===== config.mk =====
export PLATFORM = sky130hd
export DESIGN_NAME = decode_stage
export DESIGN_NICKNAME = d
export VERILOG_FILES = /design/src/rtl/decode_stage.sv
export SDC_FILE = /design/constraint.sdc
export NUM_CORES = 1
export LEC_CHECK = 0
export ABC_AREA = 1
export BUFFER_PORTS_ARGS = -buffer_cell sky130_fd_sc_hd__buf_2
export CAP_MARGIN = 20
export CORE_ASPECT_RATIO = 1.1
export CORE_MARGIN = 2
export CORE_UTILIZATION = 47
export DETAILED_ROUTE_END_ITERATION = 10
export GPL_TIMING_DRIVEN = 0
export PLACE_DENSITY_LB_ADDON = 0.08
export SYNTH_ARGS = -nofsm -noshare
export SYNTH_HDL_FRONTEND = slang
export SYNTH_SLANG_ARGS = --single-unit

===== constraint.sdc =====
create_clock -name clk -period 2.3 [get_ports clk]
set_input_delay 0.115 -clock clk [delete_from_list [all_inputs] [get_ports clk]]
set_output_delay 0.115 -clock clk [all_outputs]
set_load 0.03 [all_outputs]

===== src/rtl/decode_stage.sv =====
// Registered MIPS decode stage: combinational decode into a main/skid pair with valid/ready on both sides.
// Optional load-use interlock (adds hazard_stall port) when DECODE_HAZARD_EN is defined.
module decode_stage #(
  parameter int unsigned REG_W = 5,
  parameter int unsigned ALU_W = 12,
  parameter int unsigned CNT_W = 16
) (
  input  logic             clk,
  input  logic             reset,
  input  logic             flush,
  input  logic             in_valid,
  output logic             in_ready,
  input  logic [31:0]      in_instr,
  input  logic [31:0]      in_pc,
  output logic             out_valid,
  input  logic             out_ready,
  output logic [31:0]      out_pc,
  output logic [REG_W-1:0] out_rs,
  output logic [REG_W-1:0] out_rt,
  output logic [REG_W-1:0] out_rd,
  output logic             out_write_reg,
  output logic [ALU_W-1:0] out_alu_control,
  output logic [31:0]      out_imm,
  output logic             out_use_imm,
  output logic             out_mem_read,
  output logic             out_mem_write,
  output logic             out_branch,
  output logic             out_illegal,
`ifdef DECODE_HAZARD_EN
  output logic             hazard_stall,
`endif
  output logic [CNT_W-1:0] illegal_count
);

  typedef struct packed {
    logic [31:0]      pc;
    logic [REG_W-1:0] rs;
    logic [REG_W-1:0] rt;
    logic [REG_W-1:0] rd;
    logic             write_reg;
    logic [ALU_W-1:0] alu;
    logic [31:0]      imm;
    logic             use_imm;
    logic             mem_read;
    logic             mem_write;
    logic             branch;
    logic             illegal;
  } bundle_t;

  bundle_t          dec;
  bundle_t          main_q, main_d, skid_q, skid_d;
  logic             main_valid_q, main_valid_d;
  logic             skid_valid_q, skid_valid_d;
  logic             in_ready_q, in_ready_d;
  logic [CNT_W-1:0] cnt_q, cnt_d;
  logic             in_fire;

  logic [5:0] op, fn;
  logic [4:0] dest;
  logic       is_r, r_ok, i_ok;
  logic       is_addi, is_addiu, is_andi, is_ori, is_lui, is_lw, is_sw, is_beq;

  always_comb begin
    op       = in_instr[31:26];
    fn       = in_instr[5:0];
    is_r     = (op == 6'b000000);
    r_ok     = is_r && (fn == 6'b100001 || fn == 6'b100011 || fn == 6'b100100 ||
                        fn == 6'b100101 || fn == 6'b101010);
    is_addi  = (op == 6'b001000);
    is_addiu = (op == 6'b001001);
    is_andi  = (op == 6'b001100);
    is_ori   = (op == 6'b001101);
    is_lui   = (op == 6'b001111);
    is_lw    = (op == 6'b100011);
    is_sw    = (op == 6'b101011);
    is_beq   = (op == 6'b000100);
    i_ok     = is_addi | is_addiu | is_andi | is_ori | is_lui | is_lw | is_sw | is_beq;
    dest     = is_r ? in_instr[15:11] : in_instr[20:16];

    dec           = '0;
    dec.pc        = in_pc;
    dec.rs        = REG_W'(in_instr[25:21]);
    dec.rt        = REG_W'(in_instr[20:16]);
    dec.rd        = REG_W'(in_instr[15:11]);
    dec.illegal   = !(r_ok | i_ok);
    dec.use_imm   = i_ok & !is_beq;
    dec.mem_read  = is_lw;
    dec.mem_write = is_sw;
    dec.branch    = is_beq;
    dec.write_reg = (r_ok | i_ok) & !is_sw & !is_beq & (dest != 5'd0);
    if (r_ok)      dec.alu = ALU_W'({6'b000000, fn});
    else if (i_ok) dec.alu = ALU_W'({op, 6'b000000});
    else           dec.alu = '1;
    if (is_andi | is_ori) dec.imm = {16'h0000, in_instr[15:0]};
    else if (is_lui)      dec.imm = {in_instr[15:0], 16'h0000};
    else                  dec.imm = {{16{in_instr[15]}}, in_instr[15:0]};
  end

`ifdef DECODE_HAZARD_EN
  logic reads_rt, hazard;
  always_comb begin
    reads_rt = is_r | is_sw | is_beq;
    hazard   = in_valid && main_valid_q && main_q.mem_read && (main_q.rt != '0) &&
               ((dec.rs == main_q.rt) || (reads_rt && dec.rt == main_q.rt));
  end
  assign hazard_stall = hazard;
  assign in_ready     = in_ready_q & !hazard;
`else
  assign in_ready = in_ready_q;
`endif

  assign in_fire = in_valid & in_ready & !flush;

  // Drain first so a freed main slot takes the skid entry (or the new word) in order.
  always_comb begin
    main_valid_d = main_valid_q;
    main_d       = main_q;
    skid_valid_d = skid_valid_q;
    skid_d       = skid_q;
    cnt_d        = cnt_q;
    if (flush) begin
      main_valid_d = 1'b0;
      skid_valid_d = 1'b0;
    end else begin
      if (main_valid_q && out_ready) begin
        main_valid_d = skid_valid_q;
        main_d       = skid_q;
        skid_valid_d = 1'b0;
      end
      if (in_fire) begin
        if (!main_valid_d) begin
          main_valid_d = 1'b1;
          main_d       = dec;
        end else begin
          skid_valid_d = 1'b1;
          skid_d       = dec;
        end
        if (dec.illegal && cnt_q != '1) cnt_d = cnt_q + CNT_W'(1);
      end
    end
    in_ready_d = !skid_valid_d;
  end

  always_ff @(posedge clk) begin
    if (reset) begin
      main_valid_q <= 1'b0;
      skid_valid_q <= 1'b0;
      in_ready_q   <= 1'b1;
      main_q       <= '0;
      skid_q       <= '0;
      cnt_q        <= '0;
    end else begin
      main_valid_q <= main_valid_d;
      skid_valid_q <= skid_valid_d;
      in_ready_q   <= in_ready_d;
      main_q       <= main_d;
      skid_q       <= skid_d;
      cnt_q        <= cnt_d;
    end
  end

  assign out_valid       = main_valid_q;
  assign out_pc          = main_q.pc;
  assign out_rs          = main_q.rs;
  assign out_rt          = main_q.rt;
  assign out_rd          = main_q.rd;
  assign out_write_reg   = main_q.write_reg;
  assign out_alu_control = main_q.alu;
  assign out_imm         = main_q.imm;
  assign out_use_imm     = main_q.use_imm;
  assign out_mem_read    = main_q.mem_read;
  assign out_mem_write   = main_q.mem_write;
  assign out_branch      = main_q.branch;
  assign out_illegal     = main_q.illegal;
  assign illegal_count   = cnt_q;

endmodule

Word level (Yosys, flattened, before mapping)
Cells that the tools add are included.
{"block": "classes", "muxes": 15, "n_eq_ne": 14, "addsub": 1, "reduce_logical": 17, "bitwise_logic": 16}
{"op": "two-way mux 97 bit", "count": 3}
{"op": "equality test 6 bit (second input constant)", "count": 7}
{"op": "two-way mux 32 bit", "count": 1}
{"op": "two-way mux 31 bit", "count": 1}
{"op": "equality test 6 x 4 -> 1 bit (second input constant)", "count": 5}
{"op": "two-way mux 12 bit", "count": 2}
{"op": "adder 16 x 1 -> 16 bit (second input constant)", "count": 1}
{"op": "!= test 16 bit (second input constant)", "count": 1}
{"op": "OR 1 bit", "count": 9}
{"op": "two-way mux 1 bit", "count": 7}
{"op": "bitwise AND 1 bit", "count": 6}
{"op": "equality test 6 x 3 -> 1 bit (second input constant)", "count": 1}
{"op": "logical NOT 6 bit", "count": 1}
{"op": "AND reduction 3 bit", "count": 2}
{"op": "logical NOT 1 bit", "count": 5}
{"op": "two-way mux 5 bit", "count": 1}
{"op": "nonzero test 5 bit", "count": 1}
{"op": "logical OR 1 bit", "count": 4}
{"op": "logical AND 1 bit", "count": 3}
{"op": "OR reduction 2 bit", "count": 1}
{"op": "inverter 1 bit", "count": 1}
{"block": "word_totals", "elab_cells": 91, "regBits": 213}

Longest topological paths before layout
{"block": "depth", "word_depth": 14, "depth_mapped": 11}

Worst setup path after synthesis
Ideal clock, no wire load.
{"block": "synth_timing", "path_kind": "reg-to-reg", "from": "register cnt_q[0] (netlist: illegal_count[0])", "to": "register cnt_q[5] (netlist: illegal_count[5])", "arrival_time_ns": 1.652, "synth_period_minus_slack_ns": 1.791, "path_stages_with_launch": 10, "n_path_buf": 1, "setup_ns": 0.139, "path_slack_ns": 0.509, "path_cell_list": "dfxtp_1 -> ha_1 -> nand2_1 -> nor3_1 -> nand3_1 -> nand2_2 -> inv_2 -> buf_4 -> nand3_1 -> a21oi_2"}
{"block": "synth_between", "elab_chain_len": 3}
{"element": "start: declaration", "line": "55", "text": "logic [CNT_W-1:0] cnt_q, cnt_d;"}
{"element": "start signal: assignment", "line": "158", "text": "cnt_q <= cnt_d;"}
{"element": "branches (longest 3 deep; another with adder 16 x 1 -> 16 bit)"}
Parallel ways; which one is timed is not known.
A chain may end at the register's enable or synchronous reset.

Final worst setup path
{"block": "layout_timing", "from": "register main_valid_q (netlist: out_valid)", "to": "register main_q, in the netlist out_pc[18]"}
{"block": "layout_between", "elab_chain_len": 5}
{"element": "start: declaration", "line": "52", "text": "logic main_valid_q, main_valid_d;"}
{"element": "start signal: assignment", "line": "153", "text": "main_valid_q <= main_valid_d;"}
{"element": "logical AND 1 bit", "line": "125", "text": "if (main_valid_q && out_ready) begin"}
{"element": "two-way mux 1 bit", "line": "125"}
{"element": "two-way mux 1 bit", "line": "121", "text": "if (flush) begin"}
{"element": "two-way mux 97 bit", "line": "131", "text": "if (!main_valid_d) begin"}
{"element": "two-way mux 97 bit *", "line": "130", "text": "if (in_fire) begin"}
{"element": "end signal: assignment", "line": "156", "text": "main_q <= main_d;"}
{"element": "end: declaration", "line": "51", "text": "bundle_t main_q, main_d, skid_q, skid_d;"}
Every way passes the cells marked *; elsewhere a longest branch is shown, timed or not. The select of a mux whose other input is x is not followed.

==> Implementation_results.wiki <==
{| class="wikitable"
! Metric !! Value
|-
| Mapped Cells || 1382
|-
| Count of clock tree sinks || 213
|-
| Placed instance count || 1848
|-
| Number of register bits inferred by synthesis || 213
|-
| Worst VDD drop || 0.000532 V
|-
| Fin Clk Skew || 0.00631 ns
|-
| Leakage power total || 5.69 nW
|-
| Starting DRC count in detailed routing || 574
|-
| Top-level I/O count || 184
|-
| Initial core utilization || 48.1%
|-
| Setup repair bufs after CTS || 0
|-
| Run status || complete, no violations
|-
| Final setup slack of the worst path || 0.274 ns
|-
| Die ar. || 22400 um^2
|-
| Yosys warns || 0
|-
| Total wire length after detailed routing || 31500 um
|-
| Global-route wire length before repair || 49600 um
|-
| Data arrival time of the worst path || 2.42 ns
|-
| Pre-Repair DR Iteration Count || 5
|-
| H-tree Lvls || 1
|-
| Unrepaired setup endpoints after global routing || no
|-
| DP Worst Slack || 0.327 ns
|-
| Net count of the mapped netlist || 1452
|-
| Final instance count without filler cells || 1952
|-
| Sequential cell area fraction in the yosys report || 42.8%
|-
| Number of flip-flops in the largest register || 97
|-
| HPWL Detailed || 22300 um
|-
| Row count || 55
|-
| Worst-case hold slack || 0.00438 ns
|-
| Routability Congestion || 0.911
|-
| Critical Path RT || 2.69 ns
|-
| Final min period || 2.03 ns
|-
| Floorplan die height || 157 um
|-
| Final Slew Violations || 0
|-
| Clk buf depth || 3
|-
| Drt drc || 0
|-
| Post-Syn Area per Cell || 7.21 um^2
|-
| Largest register by flop count || skid_q
|-
| Clock network latency to the later pin of the worst-skew pair || 0.52 ns
|-
| Gr ovfl total || 0
|-
| TritonCTS clock tree || yes
|-
| Via count of the routed design || 10200
|-
| Number of library cell types mapped by synthesis || 39
|-
| Relative slew slack || 44.3%
|-
| Register clock-pin slew on the reported worst setup and hold paths || 0.06 ns
|-
| Critical path class || flop to flop
|-
| Core region area || 20700 um^2
|-
| Critical-path maximum fanout || 10
|-
| Maximum Capacitance Violations || 0
|-
| Root Buffer Master || clkbuf_16
|-
| Kind of start point of the critical path || flop
|-
| Power density over the cells || 714 nW/um^2
|-
| Initial antenna violation count || 0
|-
| Worst R2R Path Depth || 7
|-
| Remaining number of nets flagged by the antenna check after routing || 0
|-
| Fraction of the cycle the final worst path needs || 88.1%
|-
| Number of global-route vias before repair || 9683
|-
| Die outline width || 143 um
|-
| Mean routed wirelength per cell || 16.1 um
|-
| Reg-to-reg startpoint || out_valid$_SDFF_PP0_
|-
| Fraction of layout instances using a drive strength above 1 || 20.6%
|-
| Transition time at the pin with the least slew margin || 0.836 ns
|-
| Hold-critical path depth || 3
|-
| Reg-to-reg slack, setup || 0.27 ns
|-
| Worst flop-to-flop path endpoint || out_pc[18]$_SDFFE_PP0N_
|-
| Worst Hold End || skid_q[40]$_SDFFE_PP0P_
|-
| Worst min-delay path category || primary input to flop
|-
| Fmax || 493 MHz
|-
| Crit path capture type || flop
|-
| Final net count || 1719
|-
| Tot GR Track Use || 27.8%
|-
| Maximum number of pins on one net before global-route repair || 13
|-
| Min-delay src || in_instr[3]
|-
| Cts bufs inserted || 24
|-
| Layout-stage area growth over the synthesis result || 26.8%
|-
| Count of port buffers added during placement || 181
|-
| TNS Setup || 0 ns
|-
| Synthesized area || 9960 um^2
|-
| Vias per std cell || 5.25
|-
| Final setup viols || 0
|-
| Count of final hold-check violations || 0
|}
[Yosys cell counts, drive strengths merged]
| master | count | area (um^2) |
|---|---|---|
| a21oi | 126 | 709 |
| a22oi | 2 | 15.0 |
| a31oi | 3 | 18.8 |
| and2 | 1 | 6.26 |
| buf | 47 | 293 |
| clkbuf | 46 | 173 |
| clkinv | 1 | 3.75 |
| dfxtp | 213 | 4260 |
| ha | 1 | 12.5 |
| inv | 168 | 633 |
| mux2i | 1 | 10.0 |
| nand2 | 252 | 1000 |
| nand3 | 80 | 485 |
| nand4 | 6 | 52.6 |
| nor2 | 157 | 666 |
| nor3 | 3 | 15.0 |
| o211ai | 44 | 335 |
| o21ai | 169 | 846 |
| o21bai | 4 | 30.0 |
| o22ai | 47 | 294 |
| xnor2 | 3 | 26.3 |
| xor2 | 8 | 70.1 |
[cell families after synthesis]
| group | synth area share [%] |
|---|---|
| AO/OA/AOI/OAI | 22.6 |
| XOR/XNOR | 0.967 |
| adder cells (fa/ha/maj) | 0.126 |
| buffers and inverters | 11.1 |
| flip-flops | 42.8 |
| multiplexers | 0.100 |
| AND/OR/NAND/NOR | 22.4 |
[timing repair]
action                                 4_1_cts  5_1_grt
endpoints found under the hold margin      113        0
resized for setup                            0        0
hold buffers                                60        0
[power by group]
| group | internal (mW) | switching, mW |
|---|---|---|
| Combinational | 0.414 | 0.801 |
| Clock | 2.37 | 1.54 |
| Sequential | 3.82 | 0.0723 |
[cells in the final DEF (no fill, tap or decap), types with 7 or more instances in the layout]
cell type	count
buf_4	8
inv_1	153
nand3_1	66
buf_2	212
clkbuf_16	25
a21oi_2	21
a21oi_1	105
o211ai_1	43
dlygate4sd3_1	60
clkbuf_1	52
xor2_1	8
inv_2	14
o21ai_1	7
o21ai_0	162
nor2_1	144
o22ai_1	47
nand2_2	14
dfxtp_1	213
nand3_2	12
nand2_1	235
[per-stage QoR]
step / area [um^2] / power, mW / utilization, %
floorplan: 9960 / 4.71 / -
global placement: 11200 / 5.09 / 54.2
detailed placement: 11200 / 5.10 / 54.2
CTS: 12600 / 9.06 / 61.0
global route: 12600 / 9.34 / 61.0
finish: 12600 / 9.02 / 61.0
[how the worst max path moves through the flow]
stage	startpoint	end	depth (start not counted)	slack, ns
after floorplan	illegal_count[0]$_SDFFE_PP0P_	illegal_count[5]$_SDFFE_PP0P_	9	0.51
after global placement	out_valid$_SDFF_PP0_	out_pc[21]$_SDFFE_PP0N_	7	0.36
after detailed placement	out_valid$_SDFF_PP0_	out_pc[26]$_SDFFE_PP0N_	7	0.33
after CTS	out_valid$_SDFF_PP0_	out_pc[18]$_SDFFE_PP0N_	7	0.31
after global routing	out_valid$_SDFF_PP0_	out_pc[21]$_SDFFE_PP0N_	7	0.11
final	out_valid$_SDFF_PP0_	out_pc[18]$_SDFFE_PP0N_	7	0.27
[routing by layer]
layer | vias to the layer above | track usage, % | wire (um)
li1 | 5075 | - | -
met1 | 4768 | 36.3 | 13700
met2 | 328 | 46.2 | 14600
met3 | 78 | 4.65 | 2130
met4 | 0 | 10.0 | 1020
met5 | - | 0 | 0
[critical path, stage by stage, from the launching register on]
cell and delay (ns):
dfxtp_1 0.36, nand2_2 0.16, inv_2 0.21, buf_2 0.31, clkbuf_1 0.46, o21ai_0 0.16
a21oi_1 0.17, nor2_1 0.05
[final cells by class]
cell class | instances | area, um^2
inverters | 169 | 637
multi-input cells | 907 | 4600
flip-flops and latches | 213 | 4260
fillers | 1963 | 8080
clock buffers | 36 | 717
clock inverters | 7 | 85.1
diodes | 1 | 2.50
repair buffers | 241 | 1510
well taps | 285 | 357
plain buffers | 93 | 465
No activity file was read; power rests on OpenSTA's default activity.
